[src/rtl/shared_logic_arbiter_pkg.sv]
// Shared definitions for the shared_logic_arbiter block.
//   - Opcode constants for the shared AND/XOR unit.
//   - FSM state encoding. The unused encoding 2'd3 is illegal and recovers to StIdle.
package shared_logic_arbiter_pkg;

   localparam logic OP_AND = 1'b0;
   localparam logic OP_XOR = 1'b1;

   typedef enum logic [1:0] {
      StIdle = 2'd0,
      StExec = 2'd1,
      StDone = 2'd2
   } state_e;

endpackage

[src/rtl/shared_logic_arbiter_rr_pick.sv]
// rr_pick: combinational round-robin winner selection, reusable by other arbiters.
// Ports:
//   req_i      N_REQ-bit request vector
//   ptr_i      index of the highest-priority requester this round
//   onehot_o   one-hot winner (all zero when req_i is zero)
//   idx_o      winner index (0 when req_i is zero)
module rr_pick #(
   parameter int unsigned N_REQ = 4,
   localparam int unsigned IdxW = $clog2(N_REQ)
) (
   input  logic [N_REQ-1:0] req_i,
   input  logic [IdxW-1:0]  ptr_i,
   output logic [N_REQ-1:0] onehot_o,
   output logic [IdxW-1:0]  idx_o
);

   logic [IdxW-1:0] cand;
   logic            found;

   // Scan ptr_i, ptr_i+1, ... modulo N_REQ; the first asserted request wins.
   always_comb begin
      onehot_o = '0;
      idx_o    = '0;
      cand     = '0;
      found    = 1'b0;
      for (int unsigned k = 0; k < N_REQ; k++) begin
         cand = IdxW'((32'(ptr_i) + k) % N_REQ);
         if (!found && req_i[cand]) begin
            found          = 1'b1;
            onehot_o[cand] = 1'b1;
            idx_o          = cand;
         end
      end
   end

endmodule

[src/rtl/shared_logic_arbiter.sv]
// shared_logic_arbiter: round-robin scheduler sharing one registered AND/XOR unit
// between N_REQ requesters, one operation in flight at a time.
// Ports:
//   clk_i, reset_i     clock, synchronous active-high reset
//   req_i, op_i        per-requester request level and opcode (0 = AND, 1 = XOR)
//   a_in_i, b_in_i     packed operands, requester i at [i*WIDTH +: WIDTH]
//   gnt_o              one-cycle registered one-hot grant (high in EXEC)
//   busy_o             high while in EXEC or DONE
//   res_valid_o/res_ready_i  result handshake
//   res_id_o, res_data_o     owner index and value of the held result
module shared_logic_arbiter
   import shared_logic_arbiter_pkg::*;
#(
   parameter int unsigned N_REQ = 4,
   parameter int unsigned WIDTH = 8,
   localparam int unsigned IdxW = $clog2(N_REQ)
) (
   input  logic                   clk_i,
   input  logic                   reset_i,
   input  logic [N_REQ-1:0]       req_i,
   input  logic [N_REQ-1:0]       op_i,
   input  logic [N_REQ*WIDTH-1:0] a_in_i,
   input  logic [N_REQ*WIDTH-1:0] b_in_i,
   output logic [N_REQ-1:0]       gnt_o,
   output logic                   busy_o,
   output logic                   res_valid_o,
   input  logic                   res_ready_i,
   output logic [IdxW-1:0]        res_id_o,
   output logic [WIDTH-1:0]       res_data_o
);

   state_e           state_q, state_d;
   logic [IdxW-1:0]  rr_ptr_q, rr_ptr_d;
   logic [WIDTH-1:0] a_q, a_d, b_q, b_d;
   logic             op_q, op_d;
   logic [IdxW-1:0]  cap_id_q, cap_id_d;
   logic [N_REQ-1:0] gnt_q, gnt_d;
   logic             res_valid_q, res_valid_d;
   logic [IdxW-1:0]  res_id_q, res_id_d;
   logic [WIDTH-1:0] res_data_q, res_data_d;
   logic             busy_q, busy_d;

   logic [N_REQ-1:0] win_onehot;
   logic [IdxW-1:0]  win_idx;
   logic [WIDTH-1:0] sel_a, sel_b;
   logic             sel_op;

   rr_pick #(
      .N_REQ (N_REQ)
   ) u_rr_pick (
      .req_i    (req_i),
      .ptr_i    (rr_ptr_q),
      .onehot_o (win_onehot),
      .idx_o    (win_idx)
   );

   // Operand mux for the current winner.
   always_comb begin
      sel_a  = '0;
      sel_b  = '0;
      sel_op = 1'b0;
      for (int unsigned i = 0; i < N_REQ; i++) begin
         if (win_idx == IdxW'(i)) begin
            sel_a  = a_in_i[i*WIDTH +: WIDTH];
            sel_b  = b_in_i[i*WIDTH +: WIDTH];
            sel_op = op_i[i];
         end
      end
   end

   always_comb begin
      state_d     = state_q;
      rr_ptr_d    = rr_ptr_q;
      a_d         = a_q;
      b_d         = b_q;
      op_d        = op_q;
      cap_id_d    = cap_id_q;
      gnt_d       = '0;
      res_valid_d = res_valid_q;
      res_id_d    = res_id_q;
      res_data_d  = res_data_q;
      case (state_q)
         StIdle: begin
            if (|req_i) begin
               a_d      = sel_a;
               b_d      = sel_b;
               op_d     = sel_op;
               cap_id_d = win_idx;
               gnt_d    = win_onehot;
               // Explicit wrap keeps non-power-of-two N_REQ correct.
               rr_ptr_d = (win_idx == IdxW'(N_REQ - 1)) ? '0 : win_idx + 1'b1;
               state_d  = StExec;
            end
         end
         StExec: begin
            res_data_d  = (op_q == OP_XOR) ? (a_q ^ b_q) : (a_q & b_q);
            res_id_d    = cap_id_q;
            res_valid_d = 1'b1;
            state_d     = StDone;
         end
         StDone: begin
            if (res_valid_q && res_ready_i) begin
               res_valid_d = 1'b0;
               state_d     = StIdle;
            end
         end
         default: begin
            res_valid_d = 1'b0;
            state_d     = StIdle;
         end
      endcase
      busy_d = (state_d != StIdle);
   end

   always_ff @(posedge clk_i) begin
      if (reset_i) begin
         state_q     <= StIdle;
         rr_ptr_q    <= '0;
         a_q         <= '0;
         b_q         <= '0;
         op_q        <= 1'b0;
         cap_id_q    <= '0;
         gnt_q       <= '0;
         res_valid_q <= 1'b0;
         res_id_q    <= '0;
         res_data_q  <= '0;
         busy_q      <= 1'b0;
      end else begin
         state_q     <= state_d;
         rr_ptr_q    <= rr_ptr_d;
         a_q         <= a_d;
         b_q         <= b_d;
         op_q        <= op_d;
         cap_id_q    <= cap_id_d;
         gnt_q       <= gnt_d;
         res_valid_q <= res_valid_d;
         res_id_q    <= res_id_d;
         res_data_q  <= res_data_d;
         busy_q      <= busy_d;
      end
   end

   assign gnt_o       = gnt_q;
   assign busy_o      = busy_q;
   assign res_valid_o = res_valid_q;
   assign res_id_o    = res_id_q;
   assign res_data_o  = res_data_q;

endmodule
[config.mk]
export PLATFORM = sky130hd
export DESIGN_NAME = shared_logic_arbiter
export DESIGN_NICKNAME = d
export VERILOG_FILES = /design/src/rtl/shared_logic_arbiter_pkg.sv /design/src/rtl/shared_logic_arbiter_rr_pick.sv /design/src/rtl/shared_logic_arbiter.sv
export SDC_FILE = /design/constraint.sdc
export NUM_CORES = 1
export LEC_CHECK = 0
export CAP_MARGIN = 20
export CORE_ASPECT_RATIO = 0.5
export CORE_MARGIN = 2
export CORE_UTILIZATION = 35
export CTS_CLUSTER_DIAMETER = 100
export CTS_CLUSTER_SIZE = 12
export DETAILED_ROUTE_END_ITERATION = 6
export PLACE_DENSITY_LB_ADDON = 0.08
export REMOVE_ABC_BUFFERS = 1
export SYNTH_ARGS = -nofsm -noshare
export SYNTH_HDL_FRONTEND = slang
export SYNTH_SLANG_ARGS = --single-unit
[constraint.sdc]
create_clock -name clk_i -period 5.25 [get_ports clk_i]
set_input_delay 1.05 -clock clk_i [delete_from_list [all_inputs] [get_ports clk_i]]
set_output_delay 1.05 -clock clk_i [all_outputs]
set_load 0.01 [all_outputs]
; Yosys cells after proc, flatten, opt, wreduce, memory -nomap -nowiden
; Index checks and enable logic that the tools add are counted.
[classes]
n_shift = 0
n_div = 0
magnitude_cmp = 8
mul = 0
addsub = 4
n_bitwise = 7
n_mux = 46
eq_ne = 6
reduce_logical = 18
[ops]
columns = operator, n
row1 = two-way mux 8 bit, 9
row2 = two-way mux 1 bit, 16
row3 = two-way mux 4 bit, 4
row4 = two-way mux 2 bit, 7
row5 = less-than comparator 2 x 3 -> 1 bit (second input constant), 4
row6 = bitwise OR 4 bit, 3
row7 = AND 8 bit, 1
row8 = binary-select mux 1 bit (select 2 bit), 4
row9 = demux 1 bit (select 2 bit), 4
row10 = >= comparator 2 x 1 -> 1 bit (second input constant), 4
row11 = logical AND 1 bit, 8
row12 = XOR 8 bit, 1
row13 = == test 2 bit (second input constant), 3
row14 = one-hot mux 2 bit (3 select lines), 1
row15 = adder 2 x 1 -> 2 bit (second input constant), 2
row16 = adder 2 bit (second input constant), 2
row17 = == test 2 x 1 -> 1 bit (second input constant), 2
row18 = zero test 2 bit, 2
row19 = AND reduction 2 bit, 2
row20 = OR reduction 4 bit, 1
row21 = zero test 1 bit, 3
row22 = one-hot mux 1 bit (3 select lines), 1
row23 = OR reduction 3 bit, 1
row24 = inequality test 2 bit (second input constant), 1
row25 = other kinds (2), 3
[totals]
ram_bits = 0
out_inout_bits = 16
latch_bits = 0
n_memories = 0
rom_bits = 0
input_bits = 75
reg_bits = 39

; Depth between registers and ports, before layout
; Gate-level depths: netlist of run 1.
[depth]
word_depth = 17
mapped_depth = 13
mapped_depth_nobuf = 11

; Hierarchy
; From an unflattened synthesis of run 1, not the netlist that was laid out.
[unflattened]
hier_cells = 263
hier_area_um2 = 2497.4
[by_module_without_submodules]
columns = mod, cells_per_inst, area_each_um2, instances
row1 = shared_logic_arbiter, 217, 2078.2, 1
row2 = rr_pick, 46, 419.2, 1

; Worst setup path before layout of run 1
; Ideal clock, no wire load.
[synth_path]
path_type = in2reg
start = input req_i[2]
end = register b_q[3]
setup_time_ns = 0.078
stages = 11
arrival_ns = 3.364
setup_slack_ns = 1.808
path_cell_list = buf_6 -> mux4_2 -> nor2b_4 -> o221a_2 -> a31oi_1 -> ha_1 -> buf_2 -> buf_2 -> a221oi_1 -> o311a_1 -> nor3_1
[synth_between]
elab_chain_cells = 17
word_cells_on_any_way = 31
[synth_lines]
columns = element, line
row1 = from (decl), shared_logic_arbiter.sv:20  ; input logic [N_REQ-1:0] req_i,
row2 = binary-select mux 1 bit (select 2 bit), shared_logic_arbiter_rr_pick.sv:28  ; if (!found && req_i[cand]) begin
row3 = two-way mux 1 bit (not written as such), shared_logic_arbiter_rr_pick.sv:28
row4 = two-way mux 1 bit, shared_logic_arbiter_rr_pick.sv:28
row5 = zero test 1 bit, shared_logic_arbiter_rr_pick.sv:28
row6 = logical AND 1 bit, shared_logic_arbiter_rr_pick.sv:28
row7 = two-way mux 1 bit, shared_logic_arbiter_rr_pick.sv:28
row8 = zero test 1 bit, shared_logic_arbiter_rr_pick.sv:28
row9 = logical AND 1 bit, shared_logic_arbiter_rr_pick.sv:28
row10 = two-way mux 1 bit, shared_logic_arbiter_rr_pick.sv:28
row11 = zero test 1 bit, shared_logic_arbiter_rr_pick.sv:28
row12 = logical AND 1 bit, shared_logic_arbiter_rr_pick.sv:28
row13 = two-way mux 2 bit, shared_logic_arbiter_rr_pick.sv:28
row14 = zero test 2 bit, shared_logic_arbiter.sv:63  ; if (win_idx == IdxW'(i)) begin
row15 = two-way mux 8 bit (4 in a row), shared_logic_arbiter.sv:63
row16 = to (signal assigned), shared_logic_arbiter.sv:120  ; b_q <= '0;
row17 = to (signal assigned), shared_logic_arbiter.sv:132  ; b_q <= b_d;
row18 = to (decl), shared_logic_arbiter.sv:34  ; logic [WIDTH-1:0] a_q, a_d, b_q, b_d;
; Several ways; a longest one is shown, not always the timed one. The select of a mux whose other input is x is not followed.
; A chain may end at the register's enable or synchronous reset.

; Worst setup path in the final report of run 1
[layout_path]
start = input req_i[2]
end = register a_q[3]
[layout_between]
elab_chain_cells = 17
word_cells_on_any_way = 31
[layout_lines]
columns = element, line
row1 = binary-select mux 1 bit (select 2 bit), shared_logic_arbiter_rr_pick.sv:28
row2 = two-way mux 1 bit (not written as such), shared_logic_arbiter_rr_pick.sv:28
row3 = two-way mux 1 bit, shared_logic_arbiter_rr_pick.sv:28
row4 = zero test 1 bit, shared_logic_arbiter_rr_pick.sv:28
row5 = logical AND 1 bit, shared_logic_arbiter_rr_pick.sv:28
row6 = two-way mux 1 bit, shared_logic_arbiter_rr_pick.sv:28
row7 = zero test 1 bit, shared_logic_arbiter_rr_pick.sv:28
row8 = logical AND 1 bit, shared_logic_arbiter_rr_pick.sv:28
row9 = two-way mux 1 bit, shared_logic_arbiter_rr_pick.sv:28
row10 = zero test 1 bit, shared_logic_arbiter_rr_pick.sv:28
row11 = logical AND 1 bit, shared_logic_arbiter_rr_pick.sv:28
row12 = two-way mux 2 bit, shared_logic_arbiter_rr_pick.sv:28
row13 = zero test 2 bit, shared_logic_arbiter.sv:63
row14 = two-way mux 8 bit (4 in a row), shared_logic_arbiter.sv:63
row15 = to (signal assigned), shared_logic_arbiter.sv:119  ; a_q <= '0;
row16 = to (signal assigned), shared_logic_arbiter.sv:131  ; a_q <= a_d;
row17 = to (decl), shared_logic_arbiter.sv:34
; Several ways; a longest one is shown, not always the timed one. The select of a mux whose other input is x is not followed.

==> impl_summary.log, run 1 <==
[metrics] status: finished clean
[metrics] deepest level of the CTS H-tree: 2
[metrics] top_reg_cell synth: dfxtp_1
[metrics] final core utilization: 51.0%
[metrics] Vias: 2594
[metrics] EDFF count, synth: 0
[metrics] buffers added on ports: 90
[metrics] number of distinct library cells after synthesis: 41
[metrics] number of diodes added for antenna fixing: 0
[metrics] initial core utilization: 35.7%
[metrics] series of cell instances along the critical path: clkdlybuf4s50_1 -> mux4_2 -> nor2b_4 -> o221a_2 -> a31oi_1 -> ha_1 -> buf_4 -> nor2b_1 -> a221oi_1 -> o311a_1 -> nor3_1
[metrics] post-CTS resize count: 0
[metrics] number of global-route vias before repair: 2504
[metrics] IR Drop Worst-Case VDD: 196 uV
[metrics] combinational power share: 59.3%
[metrics] final hold violations: 0
[metrics] # Post-CTS Setup Buffers: 0
[metrics] detailed placer's ending HPWL: 5.05 mm
[metrics] leading post-synthesis cells by instance count: 39 x dfxtp_1, 36 x nor2_1, 34 x nor2b_1
[metrics] drt first-iter violations: 65
[metrics] Post-layout nets: 473
[metrics] DIE HEIGHT: 64.8 microns
[metrics] setup repair after global routing missed its margin: false
[metrics] worst skew pair latency: 280 ps
[metrics] path type of the worst setup path: in -> reg
[metrics] internal cell power: 1100 uW
[metrics] Clock Pin Slew Worst Setup and Hold Paths: 60 ps
[metrics] Lkg Pwr: 0.00141 uW
[metrics] Core Area: 7240 sq um
[metrics] layout cell share with drive strength beyond 1: 6.60%
[metrics] logic depth of the worst register-to-register path: 12
[metrics] cell count along the critical path: 11
[metrics] required arrival time at the worst endpoint: 5400 ps
[metrics] transition time of the tightest slew-check pin: 869 ps
[metrics] library cell contributing the largest single delay on the critical path: clkdlybuf4s50_1
[metrics] area of the die: 8130 sq um
[metrics] period utilization: 78.0%
[metrics] final worst setup slack: 1160 ps
[metrics] R2R Path Start: rr_ptr_q[0]
[metrics] antenna viol nets, final: 0
[metrics] leading cell types by total area after synthesis: dfxtp_1 30%, ha_1 9.7%, nor2b_1 8.2%
[metrics] number of fill cells: 671
[metrics] type of the worst min-delay path: reg -> reg
[metrics] CTS Root Cell: clkbuf_16
[metrics] area overhead of the layout relative to synthesis: 42.9%
[metrics] # hold bufs at CTS: 0
[metrics] Top Ports: 91
[metrics] pwr dens: 502 nW/um^2
[metrics] Cells after Synth: 298
[metrics] CP endpoint kind: register
[metrics] CP Launch Type: input port
[metrics] TritonCTS clock tree: done
[metrics] router iterations before antenna repair: 4
[metrics] synthesized flop and latch total: 39
[metrics] startpoint of the most critical setup path: req_i[2]
[metrics] fmax: 0.244 GHz
[metrics] pin count of the biggest net entering global routing: 39
[metrics] worst-case clock buffer depth: 2
[metrics] number of antenna violations at the first check in global routing: 0
[metrics] count of max-cap constraint violations: 0
[metrics] total negative setup slack: 0 ps
[metrics] total global routing overflow: 0
[metrics] critical-path maximum fanout: 13
[metrics] critical path arrival: 4240 ps
[metrics] syn_area_per_cell: 8.68 sq um
[metrics] r2r endpoint: a_q[3]
[metrics] sequential area share after synthesis: 30.2%
[metrics] sequential share of power: 25.2%
[metrics] num rows: 22
[metrics] global-route wire length before repair: 11.7 mm
[metrics] portion of total power attributed to the clock network: 15.5%
[metrics] pre-CTS worst setup slack: 879 ps
[metrics] Power, Total: 1850 uW
[metrics] Synth Cell Area: 2590 sq um
[metrics] Bufs and invs on worst path: 2
[metrics] global-route total usage across every layer: 17.4%
[metrics] slowest stage delay, CP: 540 ps
[metrics] routed len/inst: 14.8 microns
[metrics] Yosys top cell by area: dfxtp_1
[metrics] number of remaining DRC errors: 0
[metrics] count of yosys warnings during synthesis: 0
[metrics] most numerous cell in the Yosys netlist: dfxtp_1
[metrics] sum of routed wire length over all layers: 7.02 mm
[metrics] Net Sw Power: 756 uW
[metrics] share of the synthesized area in the top cell type: 30.2%
[metrics] crit path to: a_q[3]
[metrics] number of max-slew violations in the final report: 0
[metrics] chip width: 126 microns
[metrics] ys async rst share: 0%
[metrics] post-route minimum period: 4090 ps
[metrics] cell family with most CP delay: compound AO/OA/AOI/OAI gates
[metrics] final worst clock skew: 3.27 ps
[metrics] total CTS buffers: 5
[metrics] vias per inst: 5.46
[metrics] Worst slew margin: 41.8%
[metrics] fraction of power spent switching nets: 40.8%
[metrics] worst setup slack for register-to-register paths: 1240 ps
[metrics] Finish-stage setup viols: 0
[metrics] Final Wtd Congestion: 0.842
[metrics] TritonCTS sink count: 39
==> metal layers <==
metal | up-vias | GRT usage (%) | wire length, microns
met5 | - | 0 | 0
met4 | 0 | 4.31 | 45
met1 | 1251 | 21.2 | 3200
met2 | 66 | 31.2 | 3430
met3 | 4 | 4.05 | 349
li1 | 1273 | - | -
==> worst reg2reg max path, cell delays in order (launching register included) <==
cell	delay, ps
dfxtp_1	760
inv_1	270
ha_1	450
mux4_2	380
nor2b_4	90
o221a_2	280
a31oi_1	260
ha_1	540
buf_4	280
nor2b_1	60
a221oi_1	290
o311a_1	190
nor3_1	50
==> logic make-up after synthesis <==
group	share of synthesized area, %
and+or+nand+nor	23.3
AOI/OAI and AO/OA	22.8
DFF	30.2
buffers and inverters	5.03
adders and majority gates	9.68
muxes	8.95
==> state kept, by name (all words and copies together) (netlist names) <==
name,flops
res_id_o,2
state_q,2
a_q,8
res_data_o,8
gnt_o,4
rr_ptr_q,2
b_q,8
cap_id_q,2
op_q,1
res_valid_o,1
busy_o,1
==> power by group through the flow <==
stage                     Sequential, uW  Clock, uW  Combinational, uW
after floorplan                      464          0                757
after global placement               470          0               1080
after detailed placement             474          0               1100
after CTS                            468        294               1110
after global routing                 482        311               1230
final                                467        287               1100
==> how the worst min path moves through the flow <==
stage                 from           to  slack (ps)  cells past startpoint
2_1_floorplan  cap_id_q[0]  res_id_o[0]         460                      2
3_3_place_gp        a_q[2]       a_q[2]         480                      2
3_5_place_dp        b_q[1]       b_q[1]         490                      2
4_1_cts             b_q[1]       b_q[1]         500                      2
5_1_grt             b_q[1]       b_q[1]         510                      2
6_report            b_q[5]       b_q[5]         490                      2
==> through the flow <==
step | hold slack (ps) | std cells | area [sq um]
after floorplan | 465 | 274 | 2470
after global placement | 479 | 467 | 3560
after detailed placement | 485 | 467 | 3560
after CTS | 497 | 475 | 3690
after global routing | 511 | 475 | 3690
final | 492 | 475 | 3690
==> layout make-up <==
cell class / instances / area (sq um) / share of cell area [%]
inverters: 5 / 18.8 / 0.508
well taps: 96 / 120 / 3.25
repair buffers: 97 / 953 / 25.8
clock inverters: 1 / 5.00 / 0.135
multi-input cells: 230 / 1680 / 45.6
flip-flops and latches: 39 / 781 / 21.1
clock buffers: 7 / 133 / 3.59
==> cell usage in the layout (no fill, tap or decap), types with 2 or more instances in the layout <==
cell and instances:
mux4_2 4, o22ai_1 2, a21oi_1 6, nor2_1 36, dfxtp_1 39, clkbuf_16 5, buf_4 7, inv_1 4
a221oi_1 21, nor3_1 18, clkdlybuf4s50_1 90, o32ai_1 2, ha_1 20, nor2b_1 33, nand2_1 24, mux2i_1 13
nor2b_2 2, nand2b_1 2, o311a_1 17, a211oi_1 8, clkbuf_1 2, o21ai_0 4
No activity file was read; power rests on OpenSTA's default activity.
==> run 2: changes to the inputs <==
==> constraint.sdc (replaced) <==
create_clock -name clk_i -period 4.1 [get_ports clk_i]
set_input_delay 0.82 -clock clk_i [delete_from_list [all_inputs] [get_ports clk_i]]
set_output_delay 0.82 -clock clk_i [all_outputs]
set_load 0.01 [all_outputs]
==> run 2 against run 1 <==
- clock skew barely moved
- cell area rose by 1.5%
- power is 31% higher
- largest power group unchanged
- utilization rose by 0.76 points
- cell count increased by 0.21%
- register-to-register slack lost 660 ps
- die area stayed put
- sequential power increased by 24%
==> impl_summary.log, run 2 (synthesis gave the netlist of run 1 again) <==
[metrics] routed len/inst: 14.6 microns (-1.4%)
[metrics] setup repair after global routing missed its margin: false
[metrics] Clock Pin Slew Worst Setup and Hold Paths: 60 ps (about the same)
[metrics] Lkg Pwr: 0.00143 uW (+1.4%)
[metrics] Top Ports: 91 (unchanged)
[metrics] drt first-iter violations: 130 (+100%)
[metrics] Post-layout nets: 474 (+0.21%)
[metrics] fmax: 0.274 GHz
[metrics] critical path arrival: 3850 ps (-390 ps)
[metrics] sum of routed wire length over all layers: 6.94 mm (-1.2%)
[metrics] number of max-slew violations in the final report: 0 (unchanged)
[metrics] area of the die: 8130 sq um (unchanged)
[metrics] number of antenna violations at the first check in global routing: 0 (unchanged)
[metrics] total CTS buffers: 5 (unchanged)
[metrics] area overhead of the layout relative to synthesis: 45.0%
[metrics] router iterations before antenna repair: 4 (unchanged)
[metrics] CTS Root Cell: clkbuf_16
[metrics] register area: 781 sq um (unchanged)
[metrics] type of the worst min-delay path: reg -> reg
[metrics] antenna viol nets, final: 0 (unchanged)
[metrics] number of remaining DRC errors: 0 (unchanged)
[metrics] global-route total usage across every layer: 17.7% (+0.38 points)
[metrics] most frequent standard cell in the layout excluding fill and tap cells: clkdlybuf4s50_1
[metrics] Finish-stage setup viols: 0 (unchanged)
[metrics] layout cell share with drive strength beyond 1: 7.37% (+0.77 points)
[metrics] critical-path maximum fanout: 10 (-3)
[metrics] Final Wtd Congestion: 0.809 (-4.0%)
[metrics] post-CTS resize count: 0 (unchanged)
[metrics] status: finished clean
[metrics] Vias: 2536 (-2.2%)
[metrics] worst-case clock buffer depth: 2 (unchanged)
[metrics] number of diodes added for antenna fixing: 0 (unchanged)
[metrics] chip width: 126 microns (unchanged)
[metrics] count of max-cap constraint violations: 0 (unchanged)
[metrics] detailed placer's ending HPWL: 4.98 mm (-1.3%)
[metrics] combined area of the multi-input logic cells: 1680 sq um (unchanged)
[metrics] deepest level of the CTS H-tree: 2 (unchanged)
[metrics] number of fill cells: 691 (+3.0%)
[metrics] commonest cells after routing, fill and taps aside: 90 x clkdlybuf4s50_1, 39 x dfxtp_1, 36 x nor2_1, 33 x nor2b_1, 24 x nand2_1
[metrics] period utilization: 89.1%
[metrics] total global routing overflow: 0 (unchanged)
[metrics] Worst slew margin: 44.6% (+2.8 points)
[metrics] # Post-CTS Setup Buffers: 0 (unchanged)
[metrics] Core Area: 7240 sq um (unchanged)
[metrics] worst skew pair latency: 280 ps (about the same)
[metrics] CP endpoint kind: register
[metrics] number of global-route vias before repair: 2535 (+1.2%)
[metrics] buffers added on ports: 90 (unchanged)
[metrics] global-route wire length before repair: 11.9 mm (+2.1%)
[metrics] path type of the worst setup path: in -> reg
[metrics] num rows: 22 (unchanged)
[metrics] vias per inst: 5.33 (-2.4%)
[metrics] IR Drop Worst-Case VDD: 268 uV (+36%)
[metrics] TritonCTS sink count: 39 (unchanged)
[metrics] pwr dens: 648 nW/um^2 (+29%)
[metrics] final worst clock skew: 3.56 ps (+0.293 ps)
[metrics] DIE HEIGHT: 64.8 microns (unchanged)
[metrics] initial core utilization: 35.7% (unchanged)
[metrics] transition time of the tightest slew-check pin: 827 ps (-41.2 ps)
[metrics] final hold violations: 0 (unchanged)
[metrics] Power, Total: 2430 uW (+31%)
[metrics] pin count of the biggest net entering global routing: 38 (-2.6%)
[metrics] post-route minimum period: 3650 ps
[metrics] # hold bufs at CTS: 0 (unchanged)
[metrics] total negative setup slack: 0 ps (unchanged)
[metrics] required arrival time at the worst endpoint: 4300 ps (-1100 ps)
[metrics] CP Launch Type: input port
[metrics] TritonCTS clock tree: done
run 2: routing by layer:
| layer | routed length, microns | share of wire, % | GRT usage (%) |
|---|---|---|---|
| met5 | 0 | 0 | 0 |
| met4 | 64 | 0.92 | 3.75 |
| met3 | 409 | 5.9 | 4.21 |
| met2 | 3330 | 48 | 30.8 |
| met1 | 3140 | 45 | 22.7 |
run 2: worst paths after layout:
path	start	endpoint	slack, ps	depth (start not counted)
setup / recovery	req_i[2]	b_q[7]	450	10
hold / removal	a_q[2]	a_q[2]	490	2
setup reg to reg	rr_ptr_q[1]	b_q[7]	580	12
hold reg to reg	a_q[2]	a_q[2]	490	2
run 2: area by class of cell:
class                      instances  area share (%)
inverter                           5           0.501
clock buffer                       7            4.07
tap                               96            3.20
timing repair buffer              98            26.3
sequential                        39            20.8
clock inverter                     1           0.200
multi-input combinational        230            44.9
run 2: power breakdown:
group          switching, uW  internal, uW
Sequential              84.9           493
Combinational            735           713
Clock                    147           258
Total                    968          1460
run 2: critical path, cell delays in order:
cell and delay (ps):
clkdlybuf4s50_1 550, mux4_2 550, nor2b_4 180, o221a_2 270
a31oi_1 260, ha_1 360, nor2b_1 270, a221oi_1 120
o311a_1 300, nor3_1 180
run 2: per-stage QoR:
stage | setup slack, ps | hold slack (ps) | instances | area [sq um] | util (%)
3_5_place_dp | 176 | 485 | 468 | 3590 | 49.6
4_1_cts | 474 | 496 | 476 | 3750 | 51.8
5_1_grt | 262 | 519 | 476 | 3750 | 51.8
6_report | 447 | 493 | 476 | 3750 | 51.8
2_1_floorplan | 607 | 465 | 274 | 2470 | -
3_3_place_gp | 345 | 479 | 468 | 3590 | 49.6
==> run 3: changes to the inputs <==
--- a/config.mk
+++ b/config.mk
@@ -6,9 +6,11 @@
 export NUM_CORES = 1
 export LEC_CHECK = 0
 export CAP_MARGIN = 20
+export CELL_PAD_IN_SITES_DETAIL_PLACEMENT = 0
+export CELL_PAD_IN_SITES_GLOBAL_PLACEMENT = 1
 export CORE_ASPECT_RATIO = 0.5
-export CORE_MARGIN = 2
-export CORE_UTILIZATION = 35
+export CORE_MARGIN = 4
+export CORE_UTILIZATION = 33
 export CTS_CLUSTER_DIAMETER = 100
 export CTS_CLUSTER_SIZE = 12
 export DETAILED_ROUTE_END_ITERATION = 6
==> run 3 against run 2 <==
- clock skew about the same
- combinational power barely moved
- global-route usage decreased by 1.5 points
- first-iteration DRC count fell by 61%
- via count down 0.35%
- cell area increased by 0.10%
- count of clock-buffer cells in the layout down 1
- critical path depth rose by 1
- die area rose by 16%
- maximum frequency rose by 1.0%
- cell count rose by 2.1%
- power increased by 0.44%
- largest power group unchanged
- highest routed layer unchanged
==> impl_summary.log, run 3 (synthesis gave the netlist of run 1 again) <==
[metrics] antenna viol nets, final: 0 (unchanged)
[metrics] drt first-iter violations: 51 (-61%)
[metrics] post-CTS resize count: 0 (unchanged)
[metrics] final hold violations: 0 (unchanged)
[metrics] required arrival time at the worst endpoint: 4300 ps (about the same)
[metrics] post-route minimum period: 3620 ps (-36.1 ps)
[metrics] fraction of power spent switching nets: 40.4% (+0.58 points)
[metrics] sequential share of power: 23.8% (about the same)
[metrics] internal cell power: 1460 uW (-0.52%)
[metrics] CP Launch Type: input port
[metrics] combinational power share: 60.4% (+0.9 points)
[metrics] Lkg Pwr: 0.00142 uW (-0.33%)
[metrics] routed len/inst: 15.6 microns (+6.8%)
[metrics] number of max-slew violations in the final report: 0 (unchanged)
[metrics] Final Wtd Congestion: 0.819 (+1.2%)
[metrics] router iterations before antenna repair: 5 (+1)
[metrics] final worst clock skew: 3.96 ps (+0.396 ps)
[metrics] DIE HEIGHT: 70.6 microns (+9.0%)
[metrics] global-route wire length before repair: 12.5 mm (+4.8%)
[metrics] Net Sw Power: 986 uW (+1.9%)
[metrics] TritonCTS sink count: 39 (unchanged)
[metrics] critical path arrival: 3820 ps (-30 ps)
[metrics] layout cell share with drive strength beyond 1: 6.88% (-0.49 points)
[metrics] number of cells on the worst hold path: 2 (unchanged)
[metrics] number of antenna violations at the first check in global routing: 0 (unchanged)
[metrics] commonest cells after routing, fill and taps aside: 90 x clkdlybuf4s50_1, 39 x dfxtp_1, 36 x nor2_1, 33 x nor2b_1, 24 x nand2_1
[metrics] transition time of the tightest slew-check pin: 883 ps (+56.0 ps)
[metrics] # Post-CTS Setup Buffers: 0 (unchanged)
[metrics] global-route total usage across every layer: 16.3% (-1.5 points)
[metrics] Finish-stage setup viols: 0 (unchanged)
[metrics] pre-CTS worst setup slack: 156 ps (-20.7 ps)
[metrics] period utilization: 88.2% (-0.88 points)
[metrics] worst skew pair latency: 280 ps (about the same)
[metrics] initial core utilization: 34.7% (-1.1 points)
[metrics] Clock Pin Slew Worst Setup and Hold Paths: 60 ps (about the same)
[metrics] worst-case clock buffer depth: 2 (unchanged)
[metrics] combined area of the multi-input logic cells: 1680 sq um (unchanged)
[metrics] CP endpoint kind: register
[metrics] CTS Root Cell: clkbuf_16
[metrics] vias per inst: 5.20 (-2.4%)
[metrics] number of remaining DRC errors: 0 (unchanged)
[metrics] number of global-route vias before repair: 2625 (+3.6%)
[metrics] Worst slew margin: 40.8% (-3.7 points)
[metrics] total negative setup slack: 0 ps (unchanged)
[metrics] num rows: 22 (unchanged)
[metrics] pin count of the biggest net entering global routing: 35 (-7.9%)
[metrics] chip width: 133 microns (+6.1%)
[metrics] logic depth of the worst register-to-register path: 12 (unchanged)
[metrics] register area: 781 sq um (unchanged)
[metrics] # hold bufs at CTS: 0 (unchanged)
[metrics] number of fill cells: 730 (+5.6%)
[metrics] critical-path maximum fanout: 32 (+22)
[metrics] Post-layout nets: 473 (-0.21%)
[metrics] pwr dens: 651 nW/um^2 (+0.34%)
[metrics] TritonCTS clock tree: done
[metrics] fmax: 0.277 GHz (+1.0%)
[metrics] deepest level of the CTS H-tree: 2 (unchanged)
[metrics] Core Area: 7460 sq um (+3.0%)
[metrics] count of placed standard cells in the final layout, fillers left out: 486 (+2.1%)
[metrics] status: finished clean
[metrics] Top Ports: 91 (unchanged)
[metrics] buffers added on ports: 90 (unchanged)
[metrics] detailed placer's ending HPWL: 5.43 mm (+9.0%)
[metrics] number of diodes added for antenna fixing: 0 (unchanged)
[metrics] type of the worst min-delay path: reg -> reg
[metrics] count of max-cap constraint violations: 0 (unchanged)
[metrics] total CTS buffers: 5 (unchanged)
[metrics] portion of total power attributed to the clock network: 15.9% (-0.8 points)
[metrics] Power, Total: 2440 uW (+0.44%)
[metrics] final worst setup slack: 484 ps (+36.1 ps)
[metrics] most frequent standard cell in the layout excluding fill and tap cells: clkdlybuf4s50_1
[metrics] total instance count after detailed placement: 479 (+2.4%)
[metrics] path type of the worst setup path: in -> reg
[metrics] IR Drop Worst-Case VDD: 300 uV (+12%)
[metrics] total global routing overflow: 0 (unchanged)
[metrics] Vias: 2527 (-0.35%)
[metrics] area overhead of the layout relative to synthesis: 45.1%
[metrics] area of the die: 9400 sq um (+16%)
[metrics] setup repair after global routing missed its margin: false
[metrics] sum of routed wire length over all layers: 7.57 mm (+9.0%)
==> run 3: cell types whose count changed in the layout (fill, tap and decap cells not counted) <==
cell        previous run  this run
buf_12                 2         3
buf_4                  6         4
clkbuf_8               2         1
clkinv_2               0         1
clkinvlp_4             1         0
==> run 3: area by class of cell <==
| type | instances | share of cell area (%) |
|---|---|---|
| Multi-Input combinational cell | 230 | 44.9 |
| Timing Repair Buffer | 97 | 26.4 |
| Sequential cell | 39 | 20.8 |
| Clock buffer | 6 | 3.70 |
| Tap cell | 108 | 3.60 |
| Inverter | 5 | 0.500 |
| Clock inverter | 1 | 0.133 |
==> run 3: critical path, cell delays in order <==
cell             delay [ps]
clkdlybuf4s50_1         550
mux4_2                  630
nor2b_4                 240
o221a_2                 260
a31oi_1                  70
ha_1                    240
buf_12                  180
nor2b_1                 220
a221oi_1                110
o311a_1                 310
nor3_1                  180
==> run 3: metal layers <==
| layer | vias to the layer above | GRT usage (%) | wire length (microns) | part of all wire, % |
|---|---|---|---|---|
| met2 | 55 | 29.0 | 3630 | 48 |
| met4 | 0 | 4.10 | 94 | 1.2 |
| met1 | 1203 | 19.4 | 3450 | 46 |
| met3 | 9 | 4.90 | 400 | 5.3 |
| met5 | - | 0 | 0 | 0 |
| li1 | 1260 | - | - | - |
==> run 3: power by group through the flow <==
stage | Clock [uW] | Sequential, uW | Combinational (uW)
detailed placement | 0 | 589 | 1490
CTS | 397 | 583 | 1490
global placement | 0 | 584 | 1450
global route | 418 | 597 | 1640
floorplan | 0 | 594 | 969
finish | 387 | 581 | 1470
==> run 3: per-stage QoR <==
step / hold WS, ps / util (%) / cell area [sq um]
after global placement: 479 / 48.4 / 3610
after detailed placement: 486 / 48.4 / 3610
final: 497 / 50.3 / 3750
after global routing: 526 / 50.3 / 3750
after floorplan: 465 / - / 2470
after CTS: 498 / 50.3 / 3750
==> run 3: path summary, 6_finish.rpt <==
| kind | from | endpoint | slack, ps |
|---|---|---|---|
| worst max-delay path | req_i[2] | b_q[7] | 480 |
| worst min-delay path | a_q[0] | a_q[0] | 500 |
| worst max register to register | rr_ptr_q[1] | b_q[7] | 580 |
| worst min register to register | a_q[0] | a_q[0] | 500 |
